<file path="src/rtl/fpu_addsub_seq.sv">
// Multi-cycle IEEE-754 adder/subtractor, parametrised on exponent/fraction width.
// Round-to-nearest-even, denormals flushed to zero, valid/ready on both sides.
//
// state    | meaning
// ---------+---------------------------------------------------------------
// S_IDLE   | in_ready high, waiting for an operation
// S_UNPACK | split fields, flush denormals, resolve NaN/inf/zero specials
// S_ALIGN  | order by magnitude, right-shift smaller mantissa with G/R/S
// S_ADD    | add or subtract aligned magnitudes, carry kept
// S_NORM   | carry right-shift or leading-zero left-shift, underflow flush
// S_PACK   | round to nearest even, overflow to inf, load result/flags
// S_DONE   | raise out_valid, hold result until out_ready
module fpu_addsub_seq #(
  parameter int bitness   = 64,
  parameter int exp_bits  = 11,
  parameter int frac_bits = 52
) (
  input  logic               clk,
  input  logic               reset_n,
  input  logic               in_valid,
  output logic               in_ready,
  input  logic [bitness-1:0] a,
  input  logic [bitness-1:0] b,
  input  logic               op,
  output logic               out_valid,
  input  logic               out_ready,
  output logic [bitness-1:0] result,
  output logic [3:0]         flags
);

  localparam int man_w = frac_bits + 1;
  localparam int wide  = man_w + 3;
  localparam int ew    = exp_bits + 2;
  localparam logic [exp_bits-1:0] exp_ones  = '1;
  localparam logic [exp_bits-1:0] sat_shift = exp_bits'(frac_bits + 3);
  localparam logic signed [ew-1:0] exp_max  = {2'b00, exp_ones};
  localparam logic [bitness-1:0] qnan = {1'b0, exp_ones, 1'b1, {(frac_bits-1){1'b0}}};

  typedef enum logic [2:0] {
    S_IDLE, S_UNPACK, S_ALIGN, S_ADD, S_NORM, S_PACK, S_DONE
  } state_t;

  state_t state, state_nxt;

  logic [bitness-1:0]      a_q, b_q;
  logic                    op_q;
  logic                    sa_q, sb_q;
  logic [exp_bits-1:0]     ea_q, eb_q;
  logic [man_w-1:0]        ma_q, mb_q;
  logic                    spec_q;
  logic [bitness-1:0]      spec_res_q;
  logic [3:0]              spec_flags_q;
  logic                    al_sign_q, al_sub_q;
  logic [exp_bits-1:0]     al_exp_q;
  logic [wide-1:0]         big_q, small_q;
  logic [wide:0]           sum_q;
  logic                    sum_sign_q;
  logic [exp_bits-1:0]     sum_exp_q;
  logic [wide-1:0]         nrm_q;
  logic signed [ew-1:0]    nexp_q;
  logic                    nsign_q, zero_q, uf_q;

  // unpack
  logic                sa_d, sb_d, spec_d;
  logic [exp_bits-1:0] ea_d, eb_d;
  logic [man_w-1:0]    ma_d, mb_d;
  logic [bitness-1:0]  spec_res_d;
  logic [3:0]          spec_flags_d;
  logic                a_inf, b_inf, a_nan, b_nan, a_zero, b_zero;

  always_comb begin
    sa_d   = a_q[bitness-1];
    sb_d   = b_q[bitness-1] ^ op_q;
    ea_d   = a_q[bitness-2 -: exp_bits];
    eb_d   = b_q[bitness-2 -: exp_bits];
    a_zero = (ea_d == '0);
    b_zero = (eb_d == '0);
    a_inf  = (ea_d == exp_ones) && (a_q[frac_bits-1:0] == '0);
    b_inf  = (eb_d == exp_ones) && (b_q[frac_bits-1:0] == '0);
    a_nan  = (ea_d == exp_ones) && (a_q[frac_bits-1:0] != '0);
    b_nan  = (eb_d == exp_ones) && (b_q[frac_bits-1:0] != '0);
    ma_d   = a_zero ? '0 : {1'b1, a_q[frac_bits-1:0]};
    mb_d   = b_zero ? '0 : {1'b1, b_q[frac_bits-1:0]};
    spec_d       = 1'b1;
    spec_res_d   = '0;
    spec_flags_d = '0;
    if (a_nan || b_nan) begin
      spec_res_d = qnan;
    end else if (a_inf && b_inf && (sa_d != sb_d)) begin
      spec_res_d   = qnan;
      spec_flags_d = 4'b1000;
    end else if (a_inf) begin
      spec_res_d = {sa_d, exp_ones, {frac_bits{1'b0}}};
    end else if (b_inf) begin
      spec_res_d = {sb_d, exp_ones, {frac_bits{1'b0}}};
    end else if (a_zero && b_zero) begin
      spec_res_d = {sa_d & sb_d, {(bitness-1){1'b0}}};
    end else begin
      spec_d = 1'b0;
    end
  end

  // align
  logic                a_big;
  logic                al_sign_d;
  logic [exp_bits-1:0] e_big, e_small, diff;
  logic [man_w-1:0]    m_big, m_small;
  logic [wide-1:0]     ext, shifted, lost_mask, small_d;

  always_comb begin
    a_big     = {ea_q, ma_q} >= {eb_q, mb_q};
    e_big     = a_big ? ea_q : eb_q;
    e_small   = a_big ? eb_q : ea_q;
    m_big     = a_big ? ma_q : mb_q;
    m_small   = a_big ? mb_q : ma_q;
    al_sign_d = a_big ? sa_q : sb_q;
    diff      = e_big - e_small;
    ext       = {m_small, 3'b000};
    shifted   = ext >> diff;
    lost_mask = ~({wide{1'b1}} << diff);
    if (diff >= sat_shift)
      small_d = {{(wide-1){1'b0}}, |m_small};
    else
      small_d = {shifted[wide-1:1], shifted[0] | (|(ext & lost_mask))};
  end

  // add: big_q >= small_q always, so the difference never goes negative
  logic [wide:0] sum_d;
  logic          sum_sign_d;

  always_comb begin
    if (al_sub_q) sum_d = {1'b0, big_q} - {1'b0, small_q};
    else          sum_d = {1'b0, big_q} + {1'b0, small_q};
    sum_sign_d = (al_sub_q && (sum_d == '0)) ? 1'b0 : al_sign_q;
  end

  // normalize
  int                   lz;
  logic signed [ew-1:0] nexp0, nexp_d;
  logic [wide-1:0]      nrm_d;
  logic                 zero_d, uf_d;

  always_comb begin
    lz = wide;
    for (int i = 0; i < wide; i++)
      if (sum_q[i]) lz = wide - 1 - i;
    nexp0  = {2'b00, sum_exp_q};
    nexp_d = nexp0;
    nrm_d  = '0;
    zero_d = 1'b0;
    uf_d   = 1'b0;
    if (sum_q[wide]) begin
      nrm_d  = {sum_q[wide:2], sum_q[1] | sum_q[0]};
      nexp_d = nexp0 + ew'(1);
    end else if (sum_q == '0) begin
      zero_d = 1'b1;
    end else begin
      nexp_d = nexp0 - ew'(lz);
      if (nexp_d[ew-1] || (nexp_d == '0)) begin
        zero_d = 1'b1;
        uf_d   = 1'b1;
      end else begin
        nrm_d = sum_q[wide-1:0] << lz;
      end
    end
  end

  // pack
  logic [man_w-1:0]     mant;
  logic [man_w:0]       mant_r;
  logic                 g_bit, r_bit, s_bit, rnd_up;
  logic signed [ew-1:0] pexp;
  logic [frac_bits-1:0] pfrac;
  logic [bitness-1:0]   pack_res;
  logic [3:0]           pack_flags;

  always_comb begin
    mant   = nrm_q[wide-1:3];
    g_bit  = nrm_q[2];
    r_bit  = nrm_q[1];
    s_bit  = nrm_q[0];
    rnd_up = g_bit & (r_bit | s_bit | mant[0]);
    mant_r = {1'b0, mant} + (man_w+1)'(rnd_up);
    pexp   = nexp_q + ew'(mant_r[man_w]);
    pfrac  = mant_r[man_w] ? mant_r[frac_bits:1] : mant_r[frac_bits-1:0];
    if (spec_q) begin
      pack_res   = spec_res_q;
      pack_flags = spec_flags_q;
    end else if (zero_q) begin
      pack_res   = {nsign_q, {(bitness-1){1'b0}}};
      pack_flags = {2'b00, uf_q, uf_q};
    end else if (pexp >= exp_max) begin
      pack_res   = {nsign_q, exp_ones, {frac_bits{1'b0}}};
      pack_flags = 4'b0101;
    end else begin
      pack_res   = {nsign_q, pexp[exp_bits-1:0], pfrac};
      pack_flags = {3'b000, g_bit | r_bit | s_bit};
    end
  end

  always_ff @(posedge clk) begin
    if (in_valid && in_ready) begin
      a_q  <= a;
      b_q  <= b;
      op_q <= op;
    end
    if (state == S_UNPACK) begin
      sa_q <= sa_d;  sb_q <= sb_d;
      ea_q <= ea_d;  eb_q <= eb_d;
      ma_q <= ma_d;  mb_q <= mb_d;
      spec_q       <= spec_d;
      spec_res_q   <= spec_res_d;
      spec_flags_q <= spec_flags_d;
    end
    if (state == S_ALIGN) begin
      al_sign_q <= al_sign_d;
      al_sub_q  <= sa_q ^ sb_q;
      al_exp_q  <= e_big;
      big_q     <= {m_big, 3'b000};
      small_q   <= small_d;
    end
    if (state == S_ADD) begin
      sum_q      <= sum_d;
      sum_sign_q <= sum_sign_d;
      sum_exp_q  <= al_exp_q;
    end
    if (state == S_NORM) begin
      nrm_q   <= nrm_d;
      nexp_q  <= nexp_d;
      nsign_q <= sum_sign_q;
      zero_q  <= zero_d;
      uf_q    <= uf_d;
    end
  end

  // DONE spends its first cycle raising out_valid so the offered result is already in flops
  always_ff @(posedge clk) begin
    if (!reset_n) begin
      state     <= S_IDLE;
      out_valid <= 1'b0;
      result    <= '0;
      flags     <= '0;
    end else begin
      state <= state_nxt;
      if (state == S_PACK) begin
        result <= pack_res;
        flags  <= pack_flags;
      end
      if (state == S_DONE) out_valid <= !(out_valid && out_ready);
    end
  end

  always_comb begin
    state_nxt = state;
    in_ready  = 1'b0;
    case (state)
      S_IDLE: begin
        in_ready = 1'b1;
        if (in_valid) state_nxt = S_UNPACK;
      end
      S_UNPACK: state_nxt = S_ALIGN;
      S_ALIGN:  state_nxt = S_ADD;
      S_ADD:    state_nxt = S_NORM;
      S_NORM:   state_nxt = S_PACK;
      S_PACK:   state_nxt = S_DONE;
      S_DONE:   if (out_valid && out_ready) state_nxt = S_IDLE;
      default:  state_nxt = S_IDLE;
    endcase
  end

endmodule

</file>
<file path="config.mk">
export PLATFORM = sky130hd
export DESIGN_NAME = fpu_addsub_seq
export DESIGN_NICKNAME = d
export VERILOG_FILES = /design/src/rtl/fpu_addsub_seq.sv
export SDC_FILE = /design/constraint.sdc
export NUM_CORES = 2
export LEC_CHECK = 0
export BUFFER_PORTS_ARGS = -buffer_cell sky130_fd_sc_hd__buf_4
export CAP_MARGIN = 5
export CORE_ASPECT_RATIO = 1.2
export CORE_MARGIN = 2
export CORE_UTILIZATION = 55
export CTS_CLUSTER_DIAMETER = 80
export DETAILED_ROUTE_END_ITERATION = 8
export GPL_ROUTABILITY_DRIVEN = 0
export GPL_TIMING_DRIVEN = 0
export HOLD_SLACK_MARGIN = 0.12
export MAX_ROUTING_LAYER = met4
export PLACE_DENSITY = 0.71
export SYNTH_ARGS = -nofsm -noshare
export SYNTH_HDL_FRONTEND = slang
export SYNTH_SLANG_ARGS = --single-unit
</file>
<file path="constraint.sdc">
create_clock -name clk -period 13.3 [get_ports clk]
set_clock_uncertainty 0.15 [all_clocks]
set_input_delay 2.66 -clock clk [delete_from_list [all_inputs] [get_ports clk]]
set_output_delay 2.66 -clock clk [all_outputs]
set_load 0.02 [all_outputs]
</file>
# Word-level counts from Yosys, hierarchy flattened
# Cells that the tools add are included.
[totals]
register_bits = 663
input_bits = 133
out_inout_bits = 70
elab_cells = 187
[classes]
shift = 3
n_eq_ne = 11
n_addsub = 7
n_lt_le_gt_ge = 3
muxes = 88
bitwise = 12
n_reduce_logical = 29
[ops]
columns = ["op", "n"]
rows = [
  ["32-bit two-way mux", 55],
  ["64-bit two-way mux", 4],
  ["53-bit two-way mux", 4],
  ["63-bit two-way mux", 2],
  ["57-bit zero test", 2],
  ["56-bit two-way mux", 2],
  ["52-bit zero test", 2],
  ["52-bit nonzero test", 2],
  ["64-bit >= comparator", 1],
  ["56-bit by 56-bit adder with 57-bit output", 1],
  ["57-bit two-way mux", 1],
  ["56-bit by 56-bit subtractor with 57-bit output", 1],
  ["56-bit AND", 1],
  ["56-bit NOT", 1],
  ["56-bit OR reduction", 1],
  ["56-bit by 11-bit << shifter with 56-bit output (first input constant)", 1],
  ["56-bit by 32-bit << shifter with 56-bit output", 1],
  ["56-bit by 11-bit right shift with 56-bit output", 1],
  ["55-bit two-way mux", 1],
  ["53-bit by 1-bit adder with 54-bit output", 1],
  ["53-bit OR reduction", 1],
  ["52-bit two-way mux", 1],
  ["13-bit two-way mux", 2],
  ["11-bit == test (second input constant)", 2],
  ["29 further kinds", 62],
]

# Longest topological paths before layout
[logic_depth]
word_depth = 62
mapped_depth = 31
depth_no_buf = 28

# Least setup slack after synthesis
# OpenSTA, ideal clock, no wires.
[synth_path]
kind = "register to register"
start = "reg state[1]"
end = "reg al_exp_q[0] (enable)"
path_slack_ns = 2.979
setup_ns = 0.778
synth_period_minus_slack_ns = 10.321
n_path_buf = 1
arrival_ns = 9.393
path_stages_with_launch = 3
t_required_ns = 12.372
cell_sequence = "dfxtp_1 -> clkbuf_1 -> nor3b_1"
[synth_between]
elab_chain_cells = 1
[synth_lines]
columns = ["item", "line_no", "rtl"]
rows = [
  ["from (decl)", "43", "state_t state, state_nxt;"],
  ["from (signal assigned)", "244", "state <= state_nxt;"],
  ["3-bit by 2-bit == test with 1-bit output", "215", "if (state == S_ALIGN) begin"],
  ["to (signal assigned)", "218", "al_exp_q <= e_big;"],
  ["to (decl)", "54", "logic [exp_bits-1:0] al_exp_q;"],
]
# No other way between the ends.
# A chain may end at the register's enable or synchronous reset.

# Worst setup path in the final report
[layout_path]
start = "reg sum_q[2]"
end = "reg nrm_q[42] (data pin)"
[layout_between]
elab_chain_cells = 60
elab_cells_between_ends = 62
classes_between = "add/sub (1); shift (1); mux (57); reduce/logical (3)"
[layout_lines]
columns = ["item", "line_no", "rtl"]
rows = [
  ["from (decl)", "56", "logic [wide:0] sum_q;"],
  ["from (signal assigned)", "223", "sum_q <= sum_d;"],
  ["32-bit two-way mux (54 in series)", "146", "if (sum_q[i]) lz = wide - 1 - i;"],
  ["12-bit by 13-bit subtractor with 13-bit output", "158", "nexp_d = nexp0 - ew'(lz);"],
  ["13-bit zero test", "159", "if (nexp_d[ew-1] || (nexp_d == '0)) begin"],
  ["1-bit logical OR", "159", ""],
  ["56-bit two-way mux", "159", ""],
  ["56-bit two-way mux *", "155", "end else if (sum_q == '0) begin"],
  ["55-bit two-way mux *", "152", "if (sum_q[wide]) begin"],
  ["net nrm_d[42]", "140", "logic [wide-1:0] nrm_d;"],
  ["to (signal assigned)", "228", "nrm_q <= nrm_d;"],
  ["to (decl)", "59", "logic [wide-1:0] nrm_q;"],
]
# Mark *: on every way through the listed nets, which the timed path passes. The rest lies on a longest branch.

==> impl_metrics.yaml <==
die:
  die-height_um: 295
  initial_core_util: 0.555
  placementRows: 106
  placeableCoreArea_um2: 69800
  die_w_um: 246
  io-pin-count: 203
  fp.dieArea_um2: 72600
worst_setup_path:
  critPathTopFamily: "compound AO/OA/AOI/OAI gates"
  path_class: "register to register"
  crit_path_end_kind: "register"
  cp_slowest_cell: "o21ai_1"
  start_kind: "register"
  cp_num_buf_inv: 5
  worst-r2r-setup-slack_ns: 4.25
  critPathRequiredTime_ns: 13.48
  critical_path.max_fanout: 11
  max_stage_delay_ns: 0.72
  worstPathArrival_ns: 9.22
power:
  leakage_nw: 16.7
  clkPwrFrac: 0.303
  p_sw_frac: 0.341
  p_seq_frac: 0.406
  pwr-share-comb: 0.292
  p_int_mw: 3.66
  powerDensity_nw_per_um2: 127
  peakVddDrop_v: 0.000162
  power_switching_mw: 1.89
finish:
  area_growth_pct: 12.9
  fill_cells: 5862
  regArea_um2: 17300
  final_core_util: 0.627
  final_cell_mix: "527 x edfxtp_1, 353 x nand2_1, 349 x nor2_1"
  multiInputGateArea_um2: 19900
  drive_gt1_frac: 0.0997
  final_common_cell: "edfxtp_1"
  num-nets-final: 4572
synthesis:
  synth_top_family_by_area: "compound AO/OA/AOI/OAI gates"
  async_flop_share: 0
  synth_compound_area_frac: 0.164
  yosysSeqAreaShare: 0.446
  yosysTopAreaCell: "edfxtp_1"
  yosysWarnings: 0
  synth.top_cell.area_share: 0.408
  synth_area_leaders: "edfxtp_1 41%, mux2i_1 6.7%, ha_1 5.9%"
  yosys_most_used_dff: "edfxtp_1"
  ys_ff_latch: 599
  synth_xor_area_frac: 0.0296
  synth_cell_types: 104
  synthSimpleGateAreaFrac: 0.163
  synth_edf_count: 527
  synth_area_per_cell_um2: 9.76
  synthAdderAreaFrac: 0.0605
  synth_mux_area_frac: 0.0942
  syn_area_um2: 38700
  syn_inst: 3968
  synth_nets: 4287
sta:
  timing.final.crit_period_ns: 9.05
  relSlewSlack: 0.0894
  slew_viol_final: 0
  timing.final.crit_share: 0.680
  hold_violations: 0
  setup_viol: 0
  tightest_slew_ns: 1.35
  tns_ns: 0
  rsz0062_at_grt: "false"
  fmax_mhz: 111
routing:
  drc: 49
  vias: 33700
  finalWirelength_um: 127000
  routedWlPerCell_um: 24.3
  first_iter_violations: 4155
  vias_per_cell: 6.45
  antenna_left: 0
  drt-pass1-iter-count: 9
clock_network:
  ctsResizeCount: 0
  cts_tree: "yes"
  cts_sinks: 599
  post_cts_buffers: 0
  numCtsBuffers: 61
  cts_max_path_buffers: 3
  clock_latency_ns: 0.65
  h-tree-depth: 2
  clk_pin_slew_ns: 0.06
  ctsHoldBuffers: 0
  root_buffer: "clkbuf_16"
global_routing:
  antenna_found_initial: 2
  grt_max_degree: 78
  use_met3: 0.0806
  grtUsageMet1: 0.383
  grt-ovfl-total: 0
  grt_pass1_vias: 32600
  use_met2: 0.577
  grt_pass1_wl_um: 191000
  track_usage: 0.359
  top_usage_layer: "met2"
placed_design:
  io_buffers: 202
  place_hpwl_um: 97600
hold_path:
  min_path_type: "register to register"
run_status:
  status: "finished with violations"
  violations: "DRC"
run:
  drv_cap: 0
per-layer routing:
metal,up-vias,routed length [um]
li1,15300,-
met1,15600,43800
met2,2036,59400
met3,730,11200
met4,0,12700
met5,-,0
power groups by stage:
stage	sequential [mW]	combinational [mW]	clock (mW)
2_1_floorplan	2.28	1.04	0
3_3_place_gp	2.32	1.48	0
3_5_place_dp	2.29	1.50	0
4_1_cts	2.25	1.51	1.69
5_1_grt	2.26	1.70	1.78
6_report	2.25	1.62	1.68
state kept, by name (all words and copies together), names as in the netlist, 13 cells and up:
signal,flops
a_q,64
b_q,64
result,64
sum_q,57
nrm_q,56
small_q,56
big_q,53
ma_q,53
mb_q,53
nexp_q,13
metrics by stage:
stage | total power [mW] | hold slack (ns) | cells | worst slack, ns | area [um2]
global placement | 3.80 | 0.257 | 5088 | 0.190 | 41400
CTS | 5.45 | 0.281 | 5222 | 4.69 | 43700
detailed placement | 3.79 | 0.261 | 5108 | 4.79 | 41700
global route | 5.74 | 0.299 | 5223 | 3.86 | 43700
finish | 5.55 | 0.279 | 5224 | 4.25 | 43700
floorplan | 3.32 | 0.250 | 3968 | 2.98 | 38700
logic make-up (layout without fill, tap and decap cells):
logic type | after synthesis | count (layout)
multiplexers | 312 | 312
buffers and inverters | 433 | 769
AO/OA/AOI/OAI | 998 | 998
adder cells (fa/ha/maj) | 186 | 186
AND/OR/NAND/NOR | 1310 | 1310
other | 0 | 2
flip-flops | 599 | 599
XOR/XNOR | 130 | 130
synthesized netlist by cell type, types with 72 or more instances:
library cell and count:
edfxtp_1 527, nand2_1 353, nor2_1 350, a21oi_1 309, mux2i_1 260, o21ai_0 234
inv_1 217, ha_1 184, clkbuf_1 168, and2_1 126, nand3_1 97, nor3_1 91
xnor2_1 88, nor4_1 80, dfxtp_1 72
final timing paths:
check | startpoint | to | cells after the start
setup / recovery | sum_q[2]$_DFFE_PP_ | nrm_q[42]$_DFFE_PN_ | 28
hold / removal | sum_sign_q$_SDFFCE_PP0P_ | nsign_q$_DFFE_PN_ | 0
setup reg to reg | sum_q[2]$_DFFE_PP_ | nrm_q[42]$_DFFE_PN_ | 28
hold reg to reg | sum_sign_q$_SDFFCE_PP0P_ | nsign_q$_DFFE_PN_ | 0
area by class of cell:
type                    instances  share of cell area
clock inverters                35             0.00738
repair buffers                222              0.0414
well taps                     918              0.0263
inverters                     221              0.0190
plain buffers                 212              0.0187
multi-input cells            2936               0.455
clock buffers                  79              0.0379
diodes                          2            0.000114
flip-flops and latches        599               0.395
(Power assumes the default switching activity.)
